`config.mk`:
```
export PLATFORM = sky130hd
export DESIGN_NAME = simplez_loader
export DESIGN_NICKNAME = d
export VERILOG_FILES = /design/src/rtl/simplez_loader.sv
export SDC_FILE = /design/constraint.sdc
export NUM_CORES = 1
export LEC_CHECK = 0
export CAP_MARGIN = 20
export CORE_MARGIN = 5
export CORE_UTILIZATION = 61
export CTS_CLUSTER_SIZE = 28
export DETAILED_ROUTE_END_ITERATION = 16
export HOLD_SLACK_MARGIN = 0.1
export PLACE_DENSITY = 0.85
export SLEW_MARGIN = 5
export SYNTH_ARGS = -nofsm -noshare
export SYNTH_HDL_FRONTEND = slang
export SYNTH_SLANG_ARGS = --single-unit
export TNS_END_PERCENT = 1
```
`constraint.sdc`:
```
create_clock -name clk -period 3.7 [get_ports clk]
set_input_delay 0.37 -clock clk [delete_from_list [all_inputs] [get_ports clk]]
set_output_delay 0.37 -clock clk [all_outputs]
set_load 0.01 [all_outputs]
```
`src/rtl/simplez_loader.sv`:
```
// simplez_loader: serial program loader for the Simplez core.
// Takes bytes from the UART receiver, assembles 12-bit words and writes them
// into the 512x12 program RAM. It holds the core in reset while a frame is
// loading and releases it only when the frame checksum is good.
//
// Frame: SYNC, LEN_H, LEN_L, N x (HI, LO), CSUM
//   N    = {LEN_H[0], LEN_L}, valid range 1..MAXWORDS
//   word = {HI[3:0], LO}
//   LEN_H + LEN_L + all HI/LO + CSUM must sum to 8'h00 (mod 256)
//
// Optional build macro: LOADER_ACK_EN adds a one-byte acknowledgement
// ('K' on success, 'E' on error/timeout) towards a UART transmitter.
//
// state  | meaning
// IDLE   | waiting for SYNC, all other bytes ignored
// LEN_H  | expecting high length byte (only bit 0 used)
// LEN_L  | expecting low length byte, range-check N
// DATA_H | expecting HI byte of the next word
// DATA_L | expecting LO byte, word written on the following cycle
// CSUM   | expecting checksum byte, frame ends here
module simplez_loader #(
  parameter logic [7:0]  SYNC     = 8'hA5,
  parameter logic [23:0] TIMEOUT  = 24'd1200000,
  parameter bit          AUTORUN  = 1'b1,
  parameter logic [8:0]  MAXWORDS = 9'd504
) (
  input  logic        clk,
  input  logic        rstn,
  input  logic        rx_rcv,
  input  logic [7:0]  rx_data,
`ifdef LOADER_ACK_EN
  input  logic        tx_ready,
  output logic [7:0]  ack_data,
  output logic        ack_start,
`endif
  output logic [8:0]  mem_addr,
  output logic [11:0] mem_din,
  output logic        mem_we,
  output logic        cpu_rstn,
  output logic        busy,
  output logic        done,
  output logic        err
);

  typedef enum logic [2:0] {
    S_IDLE,
    S_LEN_H,
    S_LEN_L,
    S_DATA_H,
    S_DATA_L,
    S_CSUM
  } state_t;

  state_t      state_q, state_d;
  logic [7:0]  sum_q, sum_d;
  logic        len_h_q, len_h_d;
  logic [8:0]  n_q, n_d;
  logic [8:0]  idx_q, idx_d;
  logic [3:0]  hi_q, hi_d;
  logic [23:0] cnt_q, cnt_d;
  logic        boot_q, boot_d;
  logic [8:0]  mem_addr_q, mem_addr_d;
  logic [11:0] mem_din_q, mem_din_d;
  logic        mem_we_q, mem_we_d;
  logic        cpu_rstn_q, cpu_rstn_d;
  logic        busy_q, busy_d;
  logic        done_q, done_d;
  logic        err_q, err_d;

  logic        frame_end;
  logic        frame_ok;
  logic        timeout;
  logic [7:0]  sum_next;
  logic [8:0]  len_w;

`ifdef LOADER_ACK_EN
  logic        ack_pend_q, ack_pend_d;
  logic [7:0]  ack_val_q, ack_val_d;
  logic [7:0]  ack_data_q, ack_data_d;
  logic        ack_start_q, ack_start_d;
`endif

  assign sum_next = sum_q + rx_data;
  assign len_w    = {len_h_q, rx_data};
  // A byte arriving on the terminal-count cycle takes priority over the timeout.
  assign timeout  = !rx_rcv && (state_q != S_IDLE) && (cnt_q == 24'd1);

  // Next-state, byte handling, gap timer and registered-output computation.
  always_comb begin
    state_d    = state_q;
    sum_d      = sum_q;
    len_h_d    = len_h_q;
    n_d        = n_q;
    idx_d      = idx_q;
    hi_d       = hi_q;
    cnt_d      = cnt_q;
    boot_d     = 1'b1;
    mem_addr_d = mem_addr_q;
    mem_din_d  = mem_din_q;
    mem_we_d   = 1'b0;
    // First cycle out of reset picks the power-on run policy.
    cpu_rstn_d = boot_q ? cpu_rstn_q : AUTORUN;
    busy_d     = busy_q;
    done_d     = 1'b0;
    err_d      = err_q;
    frame_end  = 1'b0;
    frame_ok   = 1'b0;

    if (rx_rcv) begin
      cnt_d = TIMEOUT;
    end else if ((state_q != S_IDLE) && (cnt_q != 24'd0)) begin
      cnt_d = cnt_q - 24'd1;
    end

    if (rx_rcv) begin
      case (state_q)
        S_IDLE: begin
          if (rx_data == SYNC) begin
            err_d      = 1'b0;
            busy_d     = 1'b1;
            cpu_rstn_d = 1'b0;
            sum_d      = 8'h00;
            idx_d      = 9'd0;
            state_d    = S_LEN_H;
          end
        end
        S_LEN_H: begin
          len_h_d = rx_data[0];
          sum_d   = sum_next;
          state_d = S_LEN_L;
        end
        S_LEN_L: begin
          sum_d = sum_next;
          if ((len_w != 9'd0) && (len_w <= MAXWORDS)) begin
            n_d     = len_w;
            state_d = S_DATA_H;
          end else begin
            err_d     = 1'b1;
            busy_d    = 1'b0;
            frame_end = 1'b1;
            state_d   = S_IDLE;
          end
        end
        S_DATA_H: begin
          hi_d    = rx_data[3:0];
          sum_d   = sum_next;
          state_d = S_DATA_L;
        end
        S_DATA_L: begin
          sum_d      = sum_next;
          mem_we_d   = 1'b1;
          mem_addr_d = idx_q;
          mem_din_d  = {hi_q, rx_data};
          idx_d      = idx_q + 9'd1;
          state_d    = (idx_q == n_q - 9'd1) ? S_CSUM : S_DATA_H;
        end
        S_CSUM: begin
          if (sum_next == 8'h00) begin
            done_d     = 1'b1;
            cpu_rstn_d = 1'b1;
            frame_ok   = 1'b1;
          end else begin
            err_d = 1'b1;
          end
          busy_d    = 1'b0;
          frame_end = 1'b1;
          state_d   = S_IDLE;
        end
        default: state_d = S_IDLE;
      endcase
    end else if (timeout) begin
      // RAM is partially written, so the core stays in reset.
      err_d     = 1'b1;
      busy_d    = 1'b0;
      frame_end = 1'b1;
      state_d   = S_IDLE;
    end

`ifdef LOADER_ACK_EN
    ack_pend_d  = ack_pend_q;
    ack_val_d   = ack_val_q;
    ack_data_d  = ack_data_q;
    ack_start_d = 1'b0;
    if (ack_pend_q && tx_ready) begin
      ack_start_d = 1'b1;
      ack_data_d  = ack_val_q;
      ack_pend_d  = 1'b0;
    end
    // A fresh result replaces anything still waiting for the transmitter.
    if (frame_end) begin
      ack_pend_d = 1'b1;
      ack_val_d  = frame_ok ? 8'h4B : 8'h45;
    end
`endif
  end

  // State and output registers with synchronous active-low reset.
  always_ff @(posedge clk) begin
    if (!rstn) begin
      state_q    <= S_IDLE;
      sum_q      <= 8'h00;
      len_h_q    <= 1'b0;
      n_q        <= 9'd0;
      idx_q      <= 9'd0;
      hi_q       <= 4'h0;
      cnt_q      <= 24'd0;
      boot_q     <= 1'b0;
      mem_addr_q <= 9'd0;
      mem_din_q  <= 12'h000;
      mem_we_q   <= 1'b0;
      cpu_rstn_q <= 1'b0;
      busy_q     <= 1'b0;
      done_q     <= 1'b0;
      err_q      <= 1'b0;
`ifdef LOADER_ACK_EN
      ack_pend_q  <= 1'b0;
      ack_val_q   <= 8'h00;
      ack_data_q  <= 8'h00;
      ack_start_q <= 1'b0;
`endif
    end else begin
      state_q    <= state_d;
      sum_q      <= sum_d;
      len_h_q    <= len_h_d;
      n_q        <= n_d;
      idx_q      <= idx_d;
      hi_q       <= hi_d;
      cnt_q      <= cnt_d;
      boot_q     <= boot_d;
      mem_addr_q <= mem_addr_d;
      mem_din_q  <= mem_din_d;
      mem_we_q   <= mem_we_d;
      cpu_rstn_q <= cpu_rstn_d;
      busy_q     <= busy_d;
      done_q     <= done_d;
      err_q      <= err_d;
`ifdef LOADER_ACK_EN
      ack_pend_q  <= ack_pend_d;
      ack_val_q   <= ack_val_d;
      ack_data_q  <= ack_data_d;
      ack_start_q <= ack_start_d;
`endif
    end
  end

  assign mem_addr = mem_addr_q;
  assign mem_din  = mem_din_q;
  assign mem_we   = mem_we_q;
  assign cpu_rstn = cpu_rstn_q;
  assign busy     = busy_q;
  assign done     = done_q;
  assign err      = err_q;
`ifdef LOADER_ACK_EN
  assign ack_data  = ack_data_q;
  assign ack_start = ack_start_q;
`endif

endmodule

```
==> impl_results.md <==
* Delay-heaviest family, CP: simple AND/OR/NAND/NOR gates
* Post-synth EDFFs at 0
* Final-report hold violation count at 0
* Compound-gate portion of the synthesized area at about 16%
* RSZ-0062 raised after global routing: false
* Area leader, netlist: dfxtp_1
* Critical Path Slowest Stage Cell: nor3_1
* Synth-to-Final Area Change at 15.3%
* Crit path largest cell delay at 0.62 ns
* Area of the multi-input gates at 0.00234 sq mm
* Via count at 3704
* Register area at 0.00170 sq mm
* Synth top area share at roughly two fifths
* Crit path DAT at 2.94 ns
* Antenna violations before repair at 0
* Io pins at 37
* Num CTS Buffers at 9
* Starting density of the core at 61.9%
* Pre-Repair DR Iteration Count at 5
* CP Data Required Time at about 4 ns
* Skew final at 0.0114 ns
* Most used routing layer: met2
* CTS H-Tree Depth at 3
* Max-slew violations at 0
* Synth cell types at 60
* Number of vias per cell at 6.09
* Placed cell areas at 0.00457 sq mm
* Least-Margin Pin Slew at 0.764 ns
* Clock buffer depth at 2
* Synthesized area at 0.00416 sq mm
* Met3 Use GR at roughly 5.3%
* Critical path, cell by cell: clkdlybuf4s50_1 > nor3_1 > nor3_1 > a2111oi_2 > buf_4 > mux2i_1 > nor2_1
* Setup CP Type: in -> reg
* Xor/xnor cell area share of the yosys netlist at 7.37%
* HP Class: reg -> reg
* Final WL at 9910 um
* P_leak at between 1.5 and 2 nW
* Post-synthesis sequential area ratio at between 40 and 50%
* Path depth of the worst reg2reg path at 6
* Ys flop type: dfxtp_1
* Clk slew on worst S/H paths at 0.08 ns
* Worst reg-to-reg setup slack at around 1.1 ns
* Post-route minimum period at roughly 2.7 ns
* Placed Cells incl. Taps at 592
* Final setup viols at 0
* CTS tree: done
* Die Ht at 92.6 um
* Crit start category: primary input
* Max VDD drop at approximately 0.32 mV
* Yosys warning total at 0
* Clock sink count at 85
* CTS Hold Buffers Added at 0
* Worst Slack Setup Final at 1.01 ns
* Routed Antenna Nets at 0
* Status: complete, no violations
* Die W at 92.6 um
* FP Rows at 30
* Largest net degree at the start of global routing at 32
* Met1 usage at roughly 28%
* Critical Path Stages at 7
* Final Cell Area at 0.00480 sq mm
* Max Clock Freq at ~370 MHz
* PD cells at 421 mW/mm^2
* Crit. End Element: flop
* Final net count at 546
* N_diodes at 0
* Finished Layout Cells at 608
* DR WL/cell at around 16 um
* Hold depth at 2
* Initial DRC Count at 250
* Gr ovfl total at 0
* Final design utilization at 71.4%
* Post-Syn Area per Cell at 8.39 sq um
* DP HPWL at 6870 um
* Syn nets at 519
* Ranking of synthesized cells by area: dfxtp_1 41%, nor2_1 5.8%, a21oi_1 5.3%, nand2_1 5.1%, xnor2_1 4.2%
* Worst-Skew Late Latency at 0.36 ns
* Total GRT Usage at ~24%
* DRC violations left at 0
* Period utilization at a little over 70%
* GPL Wtd Cong at 0.899
* Setup_tns at 0 ns
* Die outline area at between 0.008 and 0.009 sq mm
* Mux share of post-synthesis cell area at 2.89%
* Largest family of logic cells by synthesized area: simple AND/OR/NAND/NOR gates
* Vias in the first global route at 3520
* Fillers at around 500
* Post-CTS sizing at 0
* Post-Syn Instances at 496
* Simple-gate share of the synthesized area at 25.8%
* First-pass GRT wire length at roughly 16000 um
* Met2 Track Usage GR at roughly two fifths
* Synth Area in Adders at 3.79%
* Slew Limit Headroom at 48.7%
* Setup Fix Bufs, Post-CTS at 0
* Worst Path Buf+Inv at 2
* Worst slack at placement at a little over 0.7 ns
* IO buf count at 36
* Core Area at 0.00672 sq mm
* Max-cap violations at 0
* Synth Register Bits at 85
* Crit path max fanout at 11
* CP most frequent cell: nor3_1
* Root Driver: clkbuf_8
* Layout cells sized above 1 at 6.63%
* Synth async-reset ratio at 0%
-- per-layer routing --
metal  routed length (um)  vias up
met2                 4930      114
met1                 4150     1751
li1                     -     1807
met4                  272        0
met5                    0        -
met3                  557       32
-- cells in the mapped netlist, drive strengths merged, types with 3 or more instances --
| cell type | n |
|---|---|
| a211oi | 6 |
| a21o | 4 |
| a21oi | 44 |
| a22oi | 7 |
| a31oi | 8 |
| and3 | 3 |
| buf | 3 |
| clkbuf | 22 |
| dfxtp | 85 |
| ha | 11 |
| inv | 6 |
| mux2i | 12 |
| nand2 | 56 |
| nand2b | 8 |
| nand3 | 13 |
| nand3b | 4 |
| nand4 | 4 |
| nor2 | 64 |
| nor2b | 4 |
| nor3 | 15 |
| nor4 | 11 |
| o21ai | 19 |
| o21bai | 3 |
| or2 | 3 |
| or3 | 10 |
| or4 | 6 |
| xnor2 | 20 |
| xor2 | 15 |
-- per-stage QoR --
stage / power (mW) / hold slack, ns
global route: 2.11 / 0.476
finish: 2.02 / 0.455
floorplan: 1.22 / 0.398
global placement: 1.28 / 0.439
detailed placement: 1.30 / 0.447
CTS: 2.02 / 0.459
-- final cells by class --
cell class	instances	area share, %
Clock buffer	11	2.95
Tap cell	80	2.09
Inverter	8	0.626
Sequential cell	85	35.5
Timing Repair Buffer	41	8.30
Clock inverter	5	1.75
Multi-Input combinational cell	378	48.8
-- state kept, by name (all words and copies together), names as in the netlist --
| name | count |
|---|---|
| hi_q | 4 |
| sum_q | 8 |
| state_q | 3 |
| len_h_q | 1 |
| busy | 1 |
| mem_addr | 9 |
| n_q | 9 |
| err | 1 |
| mem_we | 1 |
| cpu_rstn | 1 |
| cnt_q | 24 |
| boot_q | 1 |
| mem_din | 12 |
| idx_q | 9 |
| done | 1 |
-- cells in the final DEF (no fill, tap or decap), drive strengths merged, types with 3 or more instances in the layout --
cell type       n
a21oi          44
inv             6
nand2b          8
nor2b           4
dfxtp          85
mux2i          12
nand3          13
nor3           15
and3            3
a31oi           8
xnor2          20
a211oi          6
a21o            4
nand4           4
clkdlybuf4s50  36
clkinv          3
nor2           64
ha             11
or4             6
o21ai          19
xor2           15
o21bai          3
or2             3
nand3b          4
a22oi           7
nand2          56
or3            10
buf             5
nor4           11
clkbuf         11
-- report_power, final --
| part | internal [mW] | switching [mW] | leakage [nW] |
|---|---|---|---|
| clock network | 0.400 | 0.334 | 0.106 |
| registers | 0.942 | 0.0314 | 0.688 |
| logic | 0.127 | 0.185 | 0.939 |
| total | 1.47 | 0.551 | 1.73 |
-- cells by family (layout without fill, tap and decap cells) --
| logic type | after synthesis | after routing |
|---|---|---|
| AOI/OAI and AO/OA | 107 | 107 |
| xor gates and xnor gates | 35 | 35 |
| adders and majority gates | 12 | 12 |
| buffers and inverters | 33 | 65 |
| DFF | 85 | 85 |
| muxes | 12 | 12 |
| and+or+nand+nor | 212 | 212 |
-- worst paths after layout --
path,start,end
hold reg to reg,mem_addr[5],mem_addr[5]
hold / removal,mem_addr[5],mem_addr[5]
setup reg to reg,cnt_q[18],busy
setup / recovery,rx_data[1],n_q[7]
-- tightest hold or removal path: stages, from the launching register on --
cell     delay, ns
dfxtp_1       0.31
nand2_1       0.05
a21oi_1       0.05
Power figures use the tool's default switching activity.
